### src/rtl/mips_mc_control.sv
// Multicycle MIPS control FSM: Moore-decoded datapath controls plus a state debug port.
// Optional ORI support (DECODE->ORIEX->ADDIWB) is compiled in when MIPS_CTRL_ORI_EN is defined.
module mips_mc_control #(
  parameter int OPCODE_WIDTH = 6,
  parameter int STATE_WIDTH  = 4
) (
  input  logic                    clk,
  input  logic                    rst_n,
  input  logic [OPCODE_WIDTH-1:0] opcode,
  input  logic                    mem_ready,
  output logic                    pc_write,
  output logic                    pc_write_cond,
  output logic                    i_or_d,
  output logic                    mem_read,
  output logic                    mem_write,
  output logic                    ir_write,
  output logic                    reg_write,
  output logic                    reg_dst,
  output logic                    mem_to_reg,
  output logic                    alu_src_a,
  output logic                    ext_sign,
  output logic [1:0]              alu_src_b,
  output logic [1:0]              alu_op,
  output logic [1:0]              pc_src,
  output logic                    illegal_op,
  output logic [STATE_WIDTH-1:0]  state_dbg
);

  typedef enum logic [STATE_WIDTH-1:0] {
    FETCH  = STATE_WIDTH'(0),
    DECODE = STATE_WIDTH'(1),
    MEMADR = STATE_WIDTH'(2),
    MEMRD  = STATE_WIDTH'(3),
    MEMWB  = STATE_WIDTH'(4),
    MEMWR  = STATE_WIDTH'(5),
    EXEC   = STATE_WIDTH'(6),
    ALUWB  = STATE_WIDTH'(7),
    BRANCH = STATE_WIDTH'(8),
    ADDIEX = STATE_WIDTH'(9),
    ADDIWB = STATE_WIDTH'(10),
`ifdef MIPS_CTRL_ORI_EN
    JUMP   = STATE_WIDTH'(11),
    ORIEX  = STATE_WIDTH'(12)
`else
    JUMP   = STATE_WIDTH'(11)
`endif
  } state_t;

  localparam logic [OPCODE_WIDTH-1:0] OP_RTYPE = OPCODE_WIDTH'(6'b000000);
  localparam logic [OPCODE_WIDTH-1:0] OP_LW    = OPCODE_WIDTH'(6'b100011);
  localparam logic [OPCODE_WIDTH-1:0] OP_SW    = OPCODE_WIDTH'(6'b101011);
  localparam logic [OPCODE_WIDTH-1:0] OP_BEQ   = OPCODE_WIDTH'(6'b000100);
  localparam logic [OPCODE_WIDTH-1:0] OP_ADDI  = OPCODE_WIDTH'(6'b001000);
  localparam logic [OPCODE_WIDTH-1:0] OP_J     = OPCODE_WIDTH'(6'b000010);
`ifdef MIPS_CTRL_ORI_EN
  localparam logic [OPCODE_WIDTH-1:0] OP_ORI   = OPCODE_WIDTH'(6'b001101);
`endif

  state_t state;
  state_t state_next;

  always_ff @(posedge clk) begin
    if (!rst_n) state <= FETCH;
    else        state <= state_next;
  end

  assign state_dbg = state;

  always_comb begin
    state_next    = FETCH;
    pc_write      = 1'b0;
    pc_write_cond = 1'b0;
    i_or_d        = 1'b0;
    mem_read      = 1'b0;
    mem_write     = 1'b0;
    ir_write      = 1'b0;
    reg_write     = 1'b0;
    reg_dst       = 1'b0;
    mem_to_reg    = 1'b0;
    alu_src_a     = 1'b0;
    ext_sign      = 1'b0;
    alu_src_b     = 2'b00;
    alu_op        = 2'b00;
    pc_src        = 2'b00;
    illegal_op    = 1'b0;
    case (state)
      FETCH: begin
        mem_read   = 1'b1;
        alu_src_b  = 2'b01;
        ir_write   = mem_ready;
        pc_write   = mem_ready;
        state_next = mem_ready ? DECODE : FETCH;
      end
      DECODE: begin
        alu_src_b = 2'b11;
        ext_sign  = 1'b1;
        case (opcode)
          OP_LW, OP_SW: state_next = MEMADR;
          OP_RTYPE:     state_next = EXEC;
          OP_BEQ:       state_next = BRANCH;
          OP_ADDI:      state_next = ADDIEX;
          OP_J:         state_next = JUMP;
`ifdef MIPS_CTRL_ORI_EN
          OP_ORI:       state_next = ORIEX;
`endif
          default: begin
            illegal_op = 1'b1;
            state_next = FETCH;
          end
        endcase
      end
      MEMADR: begin
        alu_src_a = 1'b1;
        alu_src_b = 2'b10;
        ext_sign  = 1'b1;
        // IR is stable here, so re-sampling the opcode picks the load/store leg.
        if (opcode == OP_LW)      state_next = MEMRD;
        else if (opcode == OP_SW) state_next = MEMWR;
        else                      state_next = FETCH;
      end
      MEMRD: begin
        mem_read   = 1'b1;
        i_or_d     = 1'b1;
        state_next = mem_ready ? MEMWB : MEMRD;
      end
      MEMWB: begin
        reg_write  = 1'b1;
        mem_to_reg = 1'b1;
      end
      MEMWR: begin
        mem_write  = 1'b1;
        i_or_d     = 1'b1;
        state_next = mem_ready ? FETCH : MEMWR;
      end
      EXEC: begin
        alu_src_a  = 1'b1;
        alu_op     = 2'b10;
        state_next = ALUWB;
      end
      ALUWB: begin
        reg_write = 1'b1;
        reg_dst   = 1'b1;
      end
      BRANCH: begin
        alu_src_a     = 1'b1;
        alu_op        = 2'b01;
        pc_write_cond = 1'b1;
        pc_src        = 2'b01;
      end
      ADDIEX: begin
        alu_src_a  = 1'b1;
        alu_src_b  = 2'b10;
        ext_sign   = 1'b1;
        state_next = ADDIWB;
      end
      ADDIWB: begin
        reg_write = 1'b1;
      end
      JUMP: begin
        pc_write = 1'b1;
        pc_src   = 2'b10;
      end
`ifdef MIPS_CTRL_ORI_EN
      ORIEX: begin
        alu_src_a  = 1'b1;
        alu_src_b  = 2'b10;
        alu_op     = 2'b11;
        state_next = ADDIWB;
      end
`endif
      default: state_next = FETCH;
    endcase
    // Reset masks every control combinationally, even before the first edge.
    if (!rst_n) begin
      pc_write      = 1'b0;
      pc_write_cond = 1'b0;
      i_or_d        = 1'b0;
      mem_read      = 1'b0;
      mem_write     = 1'b0;
      ir_write      = 1'b0;
      reg_write     = 1'b0;
      reg_dst       = 1'b0;
      mem_to_reg    = 1'b0;
      alu_src_a     = 1'b0;
      ext_sign      = 1'b0;
      alu_src_b     = 2'b00;
      alu_op        = 2'b00;
      pc_src        = 2'b00;
      illegal_op    = 1'b0;
    end
  end

endmodule

### config.mk
export PLATFORM = sky130hd
export DESIGN_NAME = mips_mc_control
export DESIGN_NICKNAME = d
export VERILOG_FILES = /design/src/rtl/mips_mc_control.sv
export SDC_FILE = /design/constraint.sdc
export NUM_CORES = 1
export LEC_CHECK = 0
export ABC_CLOCK_PERIOD_IN_PS = 2300
export CAP_MARGIN = 40
export CORE_MARGIN = 5
export CORE_UTILIZATION = 42
export CTS_BUF_LIST = sky130_fd_sc_hd__clkbuf_8
export DETAILED_ROUTE_END_ITERATION = 10
export GPL_TIMING_DRIVEN = 0
export PLACE_DENSITY = 0.95
export RECOVER_POWER = 100
export SYNTH_ARGS = -nofsm -noshare
export SYNTH_HDL_FRONTEND = slang
export SYNTH_SLANG_ARGS = --single-unit
### constraint.sdc
create_clock -name clk -period 2.3 [get_ports clk]
set_input_delay 0.23 -clock clk [delete_from_list [all_inputs] [get_ports clk]]
set_output_delay 0.23 -clock clk [all_outputs]
set_load 0.01 [all_outputs]
; Yosys cells after proc, flatten, opt, wreduce, memory -nomap -nowiden
; Cells that the tools add are included.
[word_totals]
regBits = 4
input_bits = 9
out_inout_bits = 22
word_cells = 65
[classes]
eq_ne = 16
muxes = 38
n_reduce_logical = 10
[op_table]
columns = operator, n
row1 = one-hot mux 4 bit (7 select lines), 1
row2 = 2-to-1 mux 1 bit, 25
row3 = one-hot mux 4 bit (5 select lines), 1
row4 = == test 4 x 3 -> 1 bit (second input constant), 4
row5 = == test 4 bit (second input constant), 4
row6 = == test 6 bit (second input constant), 2
row7 = 2-to-1 mux 3 bit, 4
row8 = == test 4 x 2 -> 1 bit (second input constant), 2
row9 = one-hot mux 2 bit (2 select lines), 2
row10 = OR reduction 2 bit, 4
row11 = == test 6 x 2 -> 1 bit (second input constant), 1
row12 = == test 6 x 3 -> 1 bit (second input constant), 1
row13 = == test 6 x 4 -> 1 bit (second input constant), 1
row14 = zero test 6 bit, 1
row15 = 2-to-1 mux 2 bit, 3
row16 = one-hot mux 2 bit (3 select lines), 1
row17 = OR reduction 3 bit, 2
row18 = OR reduction 6 bit, 1
row19 = == test 4 x 1 -> 1 bit (second input constant), 1
row20 = zero test 4 bit, 1
row21 = OR reduction 4 bit, 1
row22 = one-hot mux 1 bit (2 select lines), 1

; Logic depth before layout (Yosys ltp)
[logic_depth]
depth_word = 5
depth_mapped = 5
ltp_nobuf = 4

; Worst setup path after synthesis
; OpenSTA, ideal clock, no wires.
[synth_path]
path_type = register to output
startpoint = register state[3] (netlist: state_dbg[3])
endpoint = output port pc_write
t_arrival_ps = 1197
required_ps = 2070
slack_ps = 873
stages_incl_launch_ff = 5
path_buffers = 1
cell_sequence = dfxtp_1 -> clkbuf_1 -> nand2_1 -> nor2_1 -> or2_1
[synth_via]
elab_chain_cells = 3
elab_cells_between_ends = 4
classes_between = 1 x eq/ne / 2 x mux / 1 x reduce/logical
[synth_rtl]
columns = item, line_no
row1 = start: declaration, 59  ; state_t state;
row2 = start signal: assignment, 64  ; else state <= state_next;
row3 = == test 4 bit / zero test 4 bit (equally long branches), 86  ; case (state)
row4 = one-hot mux 1 bit (2 select lines) (*), 86
row5 = 2-to-1 mux 1 bit (*), 174  ; if (!rst_n) begin
row6 = end: declaration, 11  ; output logic pc_write,
; Mark *: on every way between the ends. The rest lies on a longest branch, timed or not.

; Final worst setup path
[layout_path]
startpoint = register state[2] (netlist: state_dbg[2])
endpoint = output port reg_write
[layout_via]
elab_chain_cells = 4
elab_cells_between_ends = 6
classes_between = 3 x eq/ne / 2 x mux / 1 x reduce/logical
[layout_rtl]
columns = item, line_no
row1 = == test 4 x 3 -> 1 bit / == test 4 bit (equally long branches), 86
row2 = OR reduction 3 bit (no line) (*), --
row3 = 2-to-1 mux 1 bit (*), 86
row4 = 2-to-1 mux 1 bit (*), 174
row5 = end: declaration, 17  ; output logic reg_write,
; Marked as above.

==> impl_metrics.py <==
metrics = {
    "outcome": {
        "status": "complete, no violations",
    },
    "yosys": {
        "ys_ff_latch": 4,
        "syn_nets": 95,
        "yosysSeqAreaShare_pct": 14.32,
        "synthesis.area_um2": 559.3,
        "yosys_warnings": 0,
        "syn_area_per_cell_um2": 6.503,
        "synthCells": 86,
        "yosys.cell_types.count": 38,
        "dominantRegCellSynth": "dfxtp_1",
        "synth_edf_count": 0,
        "synthArstFlopShare_pct": 0,
    },
    "final_layout": {
        "area_growth_pct": 58.17,
        "finalInstanceArea_um2": 884.6,
        "multiInputGateArea_um2": 419.2,
        "largest_reg_flops": 4,
        "final_cell_mix": "nor2_1 (15), dlygate4sd3_1 (14), clkdlybuf4s50_1 (12), nand2_1 (8), nor3_1 (6)",
        "final_common_cell": "nor2_1",
        "nFillCells": 124,
        "nNetsFinal": 127,
        "post_route_cells_drive_above_1_share_pct": 9.483,
        "num_antenna_cells": 0,
        "regArea_um2": 80.08,
    },
    "clock_network": {
        "numCtsBuffers": 3,
        "post-cts-setup-buffer-count": 0,
        "cts_tree": "done",
        "path_clk_slew_ns": 0.03,
        "htreeDepth": 1,
        "clkSinkCount": 4,
        "root_buffer": "clkbuf_8",
        "postCtsHoldBufs": 0,
        "cts_resized": 0,
        "insertion_delay_ns": 0.22,
        "cts_buffer_depth": 2,
    },
    "routing": {
        "wl_per_cell_um": 13.60,
        "route.vias.total": 757,
        "drtPass1Iterations": 4,
        "drtAntennaViolNets": 0,
        "drc_errors": 0,
        "drt_iter0_markers": 17,
        "drt-vias-per-instance": 5.779,
        "routed_wl_um": 1781,
    },
    "global_routing": {
        "first_global_vias": 648,
        "antenna_found_initial": 0,
        "use_met2_pct": 30.49,
        "track_usage_pct": 16.81,
        "top_usage_layer": "met2",
        "grt_max_degree": 11,
        "grt_first_pass_wirelength_um": 2628,
        "grt-ovfl-total": 0,
        "gr-usage-met3_pct": 4.688,
        "grt_use_met1_pct": 18.12,
    },
    "setup_path": {
        "worst_ep_arrival_time_ns": 1.96,
        "cp_data_required_time_ns": 2.07,
        "start_kind": "flop",
        "critPathKind": "reg2out",
        "end_kind": "output port",
        "path_max_fanout": 10,
    },
    "timing": {
        "fin_skew_ns": 0.003311,
        "clock.fmax_mhz": 456.5,
        "worst_slew_pin_slew_ns": 0.4382,
        "relSlewSlack_pct": 70.03,
        "fin_tns_setup_ns": 0,
        "final_hold_viol_count": 0,
        "finalSetupViolCount": 0,
        "min_period_over_period_pct": 95.24,
        "maxSlewViolCount": 0,
        "grt_setup_unrepaired": "no",
        "min_period_ns": 2.190,
    },
    "floorplan": {
        "fp.dieH_um": 46.49,
        "fp-row-count": 13,
        "start_util_pct": 43.52,
        "die_w_um": 46.49,
        "die_area_um2": 2161,
        "core_um2": 1285,
        "io_pins": 31,
    },
    "power_and_ir_drop": {
        "p_per_area_nw_per_um2": 337.2,
        "worst_ir_drop_vdd_v": 0.0002373,
        "p_leak_nw": 0.3658,
    },
    "hold_path": {
        "hold_class": "in2reg",
    },
    "placement": {
        "finalWeightedCongestion": 0.8472,
        "dp_hpwl_um": 1386,
        "port_buffers": 27,
        "placed_cell_area_um2": 848.3,
    },
    "run": {
        "maxCapViolations": 0,
    },
}
-- metal layers --
layer  vias to the layer above  share of wire, %
li1                        369                 -
met1                       332                38
met2                        52                48
met3                         4                13
met4                         0              0.90
met5                         -                 0
-- path summary, 6_finish.rpt --
path | start | to | slack [ns] | cells past startpoint
min reg2reg | state_dbg[0] | state_dbg[2] | 0.66 | 3
max | state_dbg[2] | reg_write | 0.11 | 5
min | rst_n | state_dbg[3] | 0.51 | 3
max reg2reg | state_dbg[1] | state_dbg[1] | 0.89 | 5
-- worst max-delay path, stage by stage (launching register included) --
cell and delay (ns):
dfxtp_1 0.41, clkbuf_1 0.35, nand2_1 0.17, o22ai_1 0.14, and2_0 0.14, clkdlybuf4s50_1 0.53
-- layout make-up --
| class | instances | area share (%) |
|---|---|---|
| tap | 15 | 2.122 |
| buffer | 8 | 5.092 |
| inverter | 2 | 0.8487 |
| sequential | 4 | 9.052 |
| timing repair buffer | 27 | 30.83 |
| clock buffer | 3 | 4.668 |
| multi-input combinational | 72 | 47.38 |
-- per-stage QoR --
step	std cells	setup slack, ns	power, mW	util [%]	hold WS (ns)
floorplan	86	0.8725	0.1173	-	0.4294
global placement	128	0.05855	0.1512	66.02	0.6239
detailed placement	128	0.01389	0.1544	66.02	0.6429
CTS	131	0.01055	0.3034	69.23	0.4763
global route	131	0.02986	0.3150	68.84	0.5581
finish	131	0.1096	0.2983	68.84	0.5114
-- power by group --
group / switching [mW] / internal, mW
Combinational: 0.0409 / 0.0382
Sequential: 0.000935 / 0.0714
Clock: 0.0354 / 0.111
-- synth_stat cells, types with 2 or more instances --
cell	n	share of area, %
a21oi_1	4	3.6
and3_1	2	2.2
buf_2	4	3.6
clkbuf_1	2	1.3
dfxtp_1	4	14
nand2_1	8	5.4
nand2b_1	3	3.4
nand3_1	3	2.7
nor2_1	15	10
nor3_1	6	5.4
nor4b_1	2	3.1
o21ai_0	3	2.7
o21ai_1	2	1.8
o31ai_1	2	2.7
or2_1	2	2.2
xnor2_1	2	3.1
-- logic make-up after synthesis --
kind of cell / Yosys count / share of synthesized area, %
AO/OA/AOI/OAI: 20 / 24.61
flip-flops: 4 / 14.32
adder cells (fa/ha/maj): 1 / 2.013
multiplexers: 1 / 1.790
AND/OR/NAND/NOR: 47 / 42.95
XOR/XNOR: 3 / 4.699
buffers and inverters: 10 / 9.619
(Power assumes the default switching activity.)
